## config.mk

```make
export PLATFORM = sky130hd
export DESIGN_NAME = mux8_rr_arbiter
export DESIGN_NICKNAME = d
export VERILOG_FILES = /design/src/rtl/mux8_rr_arbiter.sv
export SDC_FILE = /design/constraint.sdc
export NUM_CORES = 1
export LEC_CHECK = 0
export BUFFER_PORTS_ARGS = -buffer_cell sky130_fd_sc_hd__clkbuf_2
export CAP_MARGIN = 30
export CORE_ASPECT_RATIO = 1.2
export CORE_MARGIN = 5
export CORE_UTILIZATION = 33
export CTS_CLUSTER_SIZE = 30
export DETAILED_ROUTE_END_ITERATION = 7
export GPL_ROUTABILITY_DRIVEN = 0
export SLEW_MARGIN = 0
export SYNTH_ARGS = -nofsm -noshare
export SYNTH_HDL_FRONTEND = slang
export SYNTH_SLANG_ARGS = --single-unit
```

## constraint.sdc

```tcl
create_clock -name clk -period 4.63 [get_ports clk]
set_input_delay 0.463 -clock clk [delete_from_list [all_inputs] [get_ports clk]]
set_output_delay 0.463 -clock clk [all_outputs]
set_load 0.05 [all_outputs]
```

## src/rtl/mux8_rr_arbiter.sv

```systemverilog
// Round-robin arbiter that owns the select lines of a shared 8:1 single-bit mux.
// Optional forced release after MAX_HOLD grant cycles is enabled by ARB_TIMEOUT_EN.
module mux8_rr_arbiter #(
  parameter int unsigned MAX_HOLD = 16
) (
  input  logic       clk,
  input  logic       rst,
  input  logic [7:0] req,
  input  logic       done,
  output logic [7:0] grant,
  output logic [2:0] sel,
  output logic       busy,
  output logic       timeout
);

  typedef enum logic [0:0] {
    IDLE  = 1'b0,
    GRANT = 1'b1
  } state_t;

  if (MAX_HOLD < 2 || MAX_HOLD > 255) begin : g_bad_max_hold
    $error("mux8_rr_arbiter: MAX_HOLD must be within 2..255");
  end

  state_t     state_r;
  state_t     next_state_s;
  logic [2:0] ptr_r;
  logic [2:0] ptr_s;
  logic [7:0] grant_s;
  logic [2:0] sel_s;
  logic       busy_s;
  logic [2:0] winner_s;
  logic       release_s;
  logic       force_s;
  logic       new_grant_s;

  // First requester found when scanning upward from the round-robin pointer.
  function automatic logic [2:0] rr_pick(input logic [7:0] r, input logic [2:0] p);
    logic [2:0] idx;
    logic [2:0] pick;
    logic       found;
    pick  = 3'd0;
    found = 1'b0;
    for (int i = 0; i < 8; i++) begin
      idx = p + 3'(i);
      if (!found && r[idx]) begin
        pick  = idx;
        found = 1'b1;
      end else begin
        pick  = pick;
      end
    end
    return pick;
  endfunction

  assign winner_s  = rr_pick(req, ptr_r);
  // sel holds the owner index while busy, so it doubles as the owner register.
  assign release_s = done | ~req[sel] | force_s;

  // Next-state, grant and pointer selection.
  always_comb begin
    next_state_s = state_r;
    grant_s      = grant;
    sel_s        = sel;
    busy_s       = busy;
    ptr_s        = ptr_r;
    new_grant_s  = 1'b0;
    case (state_r)
      IDLE: begin
        if (|req) begin
          next_state_s = GRANT;
          grant_s      = 8'b1 << winner_s;
          sel_s        = winner_s;
          busy_s       = 1'b1;
          ptr_s        = winner_s + 3'd1;
          new_grant_s  = 1'b1;
        end else begin
          grant_s = 8'h00;
          sel_s   = 3'd0;
          busy_s  = 1'b0;
        end
      end
      GRANT: begin
        if (release_s) begin
          if (|req) begin
            next_state_s = GRANT;
            grant_s      = 8'b1 << winner_s;
            sel_s        = winner_s;
            busy_s       = 1'b1;
            ptr_s        = winner_s + 3'd1;
            new_grant_s  = 1'b1;
          end else begin
            next_state_s = IDLE;
            grant_s      = 8'h00;
            sel_s        = 3'd0;
            busy_s       = 1'b0;
          end
        end else begin
          next_state_s = GRANT;
        end
      end
      default: begin
        next_state_s = IDLE;
        grant_s      = 8'h00;
        sel_s        = 3'd0;
        busy_s       = 1'b0;
      end
    endcase
  end

  // State, pointer and registered outputs.
  always_ff @(posedge clk) begin
    if (rst) begin
      state_r <= IDLE;
      ptr_r   <= 3'd0;
      grant   <= 8'h00;
      sel     <= 3'd0;
      busy    <= 1'b0;
    end else begin
      state_r <= next_state_s;
      ptr_r   <= ptr_s;
      grant   <= grant_s;
      sel     <= sel_s;
      busy    <= busy_s;
    end
  end

`ifdef ARB_TIMEOUT_EN
  localparam logic [7:0] HOLD_LAST = 8'(MAX_HOLD - 1);
  logic [7:0] hold_cnt_r;

  // Counter value equals the number of completed cycles of the current grant.
  assign force_s = (state_r == GRANT) && (hold_cnt_r == HOLD_LAST);

  // Hold counter restarts on every grant, including an immediate re-grant.
  always_ff @(posedge clk) begin
    if (rst) begin
      hold_cnt_r <= 8'd0;
    end else if (new_grant_s) begin
      hold_cnt_r <= 8'd0;
    end else if (state_r == GRANT) begin
      hold_cnt_r <= hold_cnt_r + 8'd1;
    end else begin
      hold_cnt_r <= hold_cnt_r;
    end
  end

  // One-cycle pulse following a forced release.
  always_ff @(posedge clk) begin
    if (rst) begin
      timeout <= 1'b0;
    end else begin
      timeout <= force_s;
    end
  end
`else
  assign force_s = 1'b0;

  // Without the hold limit the pulse can never fire.
  always_ff @(posedge clk) begin
    if (rst) begin
      timeout <= 1'b0;
    end else begin
      timeout <= 1'b0;
    end
  end
`endif

endmodule
```

# == After elaboration in Yosys (flattened, before gate mapping) ==
# Cells that the tools add are included.
# totals
ff_bits,16
output_inout_bits,13
elab_cells,89
# classes
add_sub_neg,8
n_lt_le_gt_ge,9
eq_ne,1
shifts,1
mux,47
bitwise_logic,3
reduce_logical,15
# op_table
operator,count
$lt A3 B4 Y1 const B,9
$mux W3,12
$bmux W1 S3,9
$mux W1,19
$mux W8,2
$pmux W8 S2,1
$add A3 B3 Y3 const B,4
$pmux W3 S2,2
$reduce_or A8 Y1,1
$shl A1 B3 Y8 const A,1
$logic_and A1 B1 Y1,7
$logic_not A1 Y1,7
$add A3 B1 Y3 const B,2
$add A3 B2 Y3 const B,2
$pmux W1 S2,2
$ne A2 B1 Y1 const B,1
$not A1 Y1,2
$or A1 B1 Y1,1

# == Depth between registers and ports, before layout ==
# Gate-level depths: netlist (run 1).
# logic_depth
depth_word,28
ltp_mapped,13
mapped_depth_nobuf,12

# == Worst setup path before layout (run 1) ==
# Ideal clock, no wire load.
# synth_timing
path_kind,reg-to-reg
start,register ptr_r[1]
end,register ptr_r[2]
arrival_ns,3.935
required_time_ns,4.516
path_slack_ns,0.582
path_stages_with_launch,14
path_buffers,1
path_cell_list,dfxtp_1 -> buf_2 -> clkinv_1 -> ha_1 -> mux4_2 -> mux2_2 -> or4b_4 -> and2_4 -> o32ai_1 -> inv_1 -> ha_1 -> ha_1 -> a21oi_1 -> nor2_1
# synth_between
elab_chain_len,28
word_cells_on_any_way,56
# synth_lines
item,line_no,rtl
from (decl),27,logic [2:0] ptr_r;
from (signal assigned),121,ptr_r <= ptr_s;
branches (longest 23 deep; another with $add A3 B1 Y3),n/a,
$mux W3 (*),46,if (!found && r[idx]) begin
$add A3 B1 Y3 (*),"75, 90",
$mux W3 (*),"70, 85",
$mux W3,84,if (release_s) begin
$pmux W3 S2 (*),68,case (state_r)
# Mark *: on every way between the ends. The select of a mux whose other input is x is not followed.
# A chain may end at the register's enable or synchronous reset.

# == Final worst setup path (run 1) ==
# layout_timing
start,register ptr_r[0]
end,register ptr_r[2]
# Same word-level chain as after synthesis.

==> impl_metrics.json, run 1 <==
{
  "skew_ps": 1.735,
  "synthArstFlopShare": 0,
  "synthSimpleGateAreaFrac": 0.1501,
  "groute.usage.overall": 0.1447,
  "hpwl_um": 3266,
  "rrSetupSlack_ps": 890,
  "hp-class": "register to register",
  "max_freq_mhz": 267.5,
  "r2r-end": "ptr_r[2]",
  "finalHoldViolations": 0,
  "synthToLayoutAreaGrowth_pct": 15.49,
  "rsz0062_at_grt": "no",
  "avgSynthCellArea_um2": 9.448,
  "setup_violations": 0,
  "p_total_mw": 1.291,
  "die_y_um": 85.30,
  "cellPowerDensity_mw_per_mm2": 716.8,
  "rows": 27,
  "status": "finished clean",
  "die_w_um": 72.75,
  "post-route-min-period_ps": 3738,
  "cts_buffers": 3,
  "synth_cells": 165,
  "yosys.area.top_type": "dfxtp_1",
  "fill_cells": 473,
  "routedWlPerCell_um": 16.71,
  "worstSkewPairLatency_ps": 260,
  "routed_wl_um": 4161,
  "post-cts-setup-buffers": 0,
  "cts-root-buf": "clkbuf_8",
  "ys.flop_type": "dfxtp_1",
  "hold-path-endpoint": "grant[7]",
  "syn_area_mm2": 0.001559,
  "fp.coreArea_mm2": 0.004594,
  "clk_path_buf_depth": 2,
  "grt-ovfl-total": 0,
  "maxCapViolCount": 0,
  "tns_ps": 0,
  "syn-num-nets": 183,
  "worstPathMaxFanout": 7,
  "synth_cell_types": 50,
  "ys_seq_elements": 16,
  "ys_seq_area_frac": 0.2055,
  "drt.antenna.violating_nets": 0,
  "boundaryPins": 24,
  "drc": 0,
  "synth_compound_gate_area_share": 0.2303,
  "synth_edf_count": 0,
  "layout_common_cells": "22 x clkbuf_2, 16 x dfxtp_1, 13 x a21oi_1, 13 x nand2_1, 12 x mux4_2",
  "port_buffers": 22,
  "drt_iter0_markers": 82,
  "hold_depth": 2,
  "dr.pass1.iters": 4,
  "cts_tree": "built",
  "critPathCaptureType": "register",
  "worstReg2RegStart": "ptr_r[0]",
  "ys_top_cells_by_area": "dfxtp_1 21%, mux4_2 17%, mux2_2 6.5%",
  "grt_pass1_vias": 1443,
  "diodes": 0,
  "final_common_cell": "clkbuf_2",
  "drive_gt1_frac": 0.2827,
  "finalNetCount": 210,
  "start_util": 0.3393,
  "yosys.area_share.adder": 0.05618,
  "grt_pass1_wl_um": 7127,
  "via_per_inst": 5.755,
  "reg2reg_depth": 13,
  "yosysTopAreaCellShare": 0.2055,
  "fin_crit_sh": 0.8074,
  "cts_resized": 0,
  "via_count": 1433,
  "cp.arrival_ps": 3890,
  "synth_xor_area_frac": 0.01685,
  "worst_setup_path_start_kind": "register",
  "crit_required_ps": 4780,
  "relSlewSlack": 0.5445,
  "holdBufCountCts": 0,
  "cts.sinks": 16,
  "clk_pin_slew_ps": 70,
  "min_from": "grant[7]",
  "p_leak_nw": 0.7159,
  "dieArea_mm2": 0.006205,
  "maxSlewViolCount": 0,
  "synthMuxAreaShare": 0.2953,
  "crit_type": "register to register",
  "grt_antenna_before_repair": 0,
  "ir_drop_v": 0.0003916,
  "synth_top_family_by_area": "multiplexers",
  "htree_num_levels": 1,
  "worstMarginPinSlew_ps": 677.2,
  "yosys_warnings": 0,
  "grt_max_degree": 14
}
-- cell families after synthesis --
group / after synthesis
XOR/XNOR: 3
buffers and inverters: 14
AO/OA/AOI/OAI: 51
flip-flops: 16
adder cells (fa/ha/maj): 7
other: 1
multiplexers: 28
AND/OR/NAND/NOR: 45
-- metrics by stage --
| stage | utilization | setup slack (ps) | instances | area (um^2) | hold slack [ps] |
|---|---|---|---|---|---|
| after global routing | 0.3919 | 716.0 | 249 | 1800 | 493.6 |
| final | 0.3919 | 891.8 | 249 | 1800 | 478.8 |
| after CTS | 0.3919 | 916.7 | 249 | 1800 | 477.5 |
| after floorplan | - | 581.6 | 165 | 1559 | 532.1 |
| after detailed placement | 0.3799 | 944.3 | 245 | 1745 | 465.1 |
| after global placement | 0.3799 | 991.2 | 245 | 1745 | 462.9 |
-- cell type report --
cell class                      count  area [um^2]  area share
Tap cell                           58        72.57     0.04031
Clock buffer                        4        55.05     0.03058
Inverter                            9        33.78     0.01876
Multi-Input combinational cell    135         1171      0.6504
Sequential cell                    16        320.3      0.1779
Timing Repair Buffer               27        147.6     0.08200
-- synthesized netlist by cell type, drive strengths merged, types with 5 or more instances --
library cell and number:
buf 5, ha 7, nor2 10, inv 8, nand2 13, mux4 13, mux2 11, dfxtp 16
o21ai 8, a21oi 13, a22o 6
-- where the power goes --
group | total, mW | switching, mW | internal [mW] | leakage, nW
Clock | 0.129 | 0.0532 | 0.0757 | 0.0288
Combinational | 0.955 | 0.555 | 0.400 | 0.556
Sequential | 0.207 | 0.0282 | 0.178 | 0.131
Total | 1.29 | 0.637 | 0.654 | 0.716
-- worst max path at each step --
stage | to | start | slack (ps)
6_report | ptr_r[2] | ptr_r[0] | 890
5_1_grt | ptr_r[2] | ptr_r[0] | 720
4_1_cts | ptr_r[2] | ptr_r[0] | 920
2_1_floorplan | ptr_r[2] | ptr_r[1] | 580
3_3_place_gp | ptr_r[2] | ptr_r[0] | 990
3_5_place_dp | ptr_r[2] | ptr_r[0] | 940
-- per-layer routing --
metal  track usage  routed length, um  part of all wire
met4       0.05872                 70             0.017
met3       0.01422                143             0.034
met1        0.1759               1753              0.42
met2        0.2553               2194              0.53
met5             0                  0                 0
-- sequential cells by signal, summed over array words and instances, names as in the netlist --
register	flops
grant	8
busy	1
state_r	1
ptr_r	3
sel	3
-- critical path: stages (launching register included) --
cell,delay [ps]
dfxtp_1,320
inv_1,100
ha_1,420
mux4_2,610
mux2_2,310
or4b_4,530
and2_4,180
o32ai_1,270
buf_4,170
inv_1,50
ha_1,200
ha_1,270
a21oi_1,120
nor2_1,60
Note: power is estimated with default switching activity, not from simulation.
==> run 2, diff against run 1 <==
- clock period: 4.63 -> 3.7 ns (I/O delays scaled with it)
==> impl_metrics.json, run 2 (same netlist as run 1, synthesis figures left out) <==
{
  "grt_max_degree": 12,
  "r2r-end": "ptr_r[2]",
  "p_leak_nw": 0.7233,
  "dr.pass1.iters": 4,
  "drc": 0,
  "diodes": 0,
  "cellPowerDensity_mw_per_mm2": 888.7,
  "start_util": 0.3393,
  "relSlewSlack": 0.4948,
  "maxUsedRoutingLayer": "met4",
  "rsz0062_at_grt": "no",
  "worstPathMaxFanout": 6,
  "largest_reg_flops": 8,
  "via_per_inst": 5.724,
  "multi_input_area_mm2": 0.001191,
  "skew_ps": 3.842,
  "rrSetupSlack_ps": 190,
  "postPlaceCellArea_mm2": 0.001783,
  "reg2reg_depth": 12,
  "crit_path_max_incr_delay_ps": 520,
  "fin_crit_sh": 0.9479,
  "finalHoldViolations": 0,
  "final_common_cell": "clkbuf_2",
  "htree_num_levels": 1,
  "cts_tree": "built",
  "drive_gt1_frac": 0.3073,
  "fill_cells": 477,
  "cp-startpoint": "ptr_r[0]",
  "tns_ps": 0,
  "min_from": "rst",
  "grt_pass1_vias": 1467,
  "crit_end": "ptr_r[2]",
  "worstReg2RegStart": "ptr_r[0]",
  "setup_violations": 0,
  "clk_pin_slew_ps": 60,
  "cp.arrival_ps": 3650,
  "layout_common_cells": "22 x clkbuf_2, 15 x dfxtp_1, 13 x a21oi_1, 13 x nand2_1, 12 x mux4_2",
  "holdBufCountCts": 0,
  "via_count": 1431,
  "ir_drop_v": 0.0004830,
  "cts-root-buf": "clkbuf_8",
  "fin_area_mm2": 0.001824,
  "crit_required_ps": 3840,
  "critPathCaptureType": "register",
  "cts.sinks": 16,
  "grt_pass1_wl_um": 6996,
  "cts_resized": 0,
  "groute.usage.overall": 0.1407,
  "dr_wl_met2_um": 2130,
  "drt_iter0_markers": 65,
  "worst_setup_path_start_kind": "register",
  "clk_path_buf_depth": 2,
  "die_w_um": 72.75,
  "rows": 27,
  "final_util": 0.3971,
  "worstMarginPinSlew_ps": 751.1,
  "place_ws_ps": 186.5,
  "maxSlewViolCount": 0,
  "finalNonFillerCells": 250,
  "place_inst": 247,
  "routed_wl_um": 4094,
  "hpwl_um": 3332,
  "port_buffers": 22,
  "crit_path_top_delay_cell": "or4b_4",
  "fp.coreArea_mm2": 0.004594,
  "synthToLayoutAreaGrowth_pct": 17.01,
  "status": "finished clean",
  "regArea_um2": 321.6,
  "dieArea_mm2": 0.006205,
  "wl_met1_um": 1602,
  "die_y_um": 85.30,
  "hp-class": "primary input to register",
  "maxCapViolCount": 0,
  "post-cts-setup-buffers": 0,
  "crit_type": "register to register",
  "reg_top3": "grant: 8 flops, ptr_r: 3 flops, sel: 3 flops",
  "routed-wl-met3_um": 164,
  "finalNetCount": 212,
  "post-route-min-period_ps": 3507,
  "path_cells": "inv_1 -> ha_4 -> mux4_2 -> mux2_2 -> or4b_4 -> and2_4 -> o32ai_2 -> inv_1 -> ha_1 -> ha_1 -> a21oi_1 -> nor2_1",
  "max_freq_mhz": 285.1,
  "worstSkewPairLatency_ps": 250,
  "cts_buffers": 3,
  "setup_ws_ps": 192.6,
  "drt.antenna.violating_nets": 0,
  "routedWlPerCell_um": 16.38,
  "grt-ovfl-total": 0,
  "boundaryPins": 24,
  "grt_antenna_before_repair": 0,
  "regMostFlops": "grant"
}
run 2: cell types whose count changed in the layout (fill, tap and decap cells not counted), sizes merged:
cell / previous run / this run
buf: 5 / 7
clkbuf: 26 / 25
run 2: cell type report:
| class | count | area share |
|---|---|---|
| Clock buffer | 3 | 0.02263 |
| Inverter | 9 | 0.01920 |
| Multi-Input combinational cell | 135 | 0.6529 |
| Sequential cell | 16 | 0.1763 |
| Tap cell | 58 | 0.03978 |
| Timing Repair Buffer | 29 | 0.08916 |
run 2: worst min path at each step:
stage / end / slack [ps] / depth (start not counted)
final: grant[7] / 380 / 2
after floorplan: ptr_r[1] / 430 / 1
after detailed placement: busy / 450 / 1
after CTS: grant[7] / 380 / 2
after global placement: busy / 450 / 1
after global routing: sel[2] / 400 / 2
run 2: worst max-delay path: cells and delay by family (launching register included):
family                     cells  cell delay [ps]
AOI/OAI and AO/OA              2              390
adders and majority gates      3              800
buffers and inverters          2              220
DFF                            1              420
muxes                          2              790
and+or+nand+nor                3              770
run 2: report_power, final:
group	total, mW	internal, mW	switching, mW
registers	0.273	0.224	0.0485
clock network	0.129	0.0721	0.0573
logic	1.22	0.532	0.687
run 2: routing by layer:
metal,track usage,vias up
met5,0,-
met4,0.08389,0
met3,0.01896,16
met2,0.2455,47
met1,0.1589,672
li1,-,696
run 2: stage by stage:
stage | power [mW] | hold WS, ps
floorplan | 1.222 | 435.0
global placement | 1.494 | 448.5
detailed placement | 1.492 | 453.4
CTS | 1.633 | 384.4
global route | 1.766 | 400.5
finish | 1.621 | 384.9
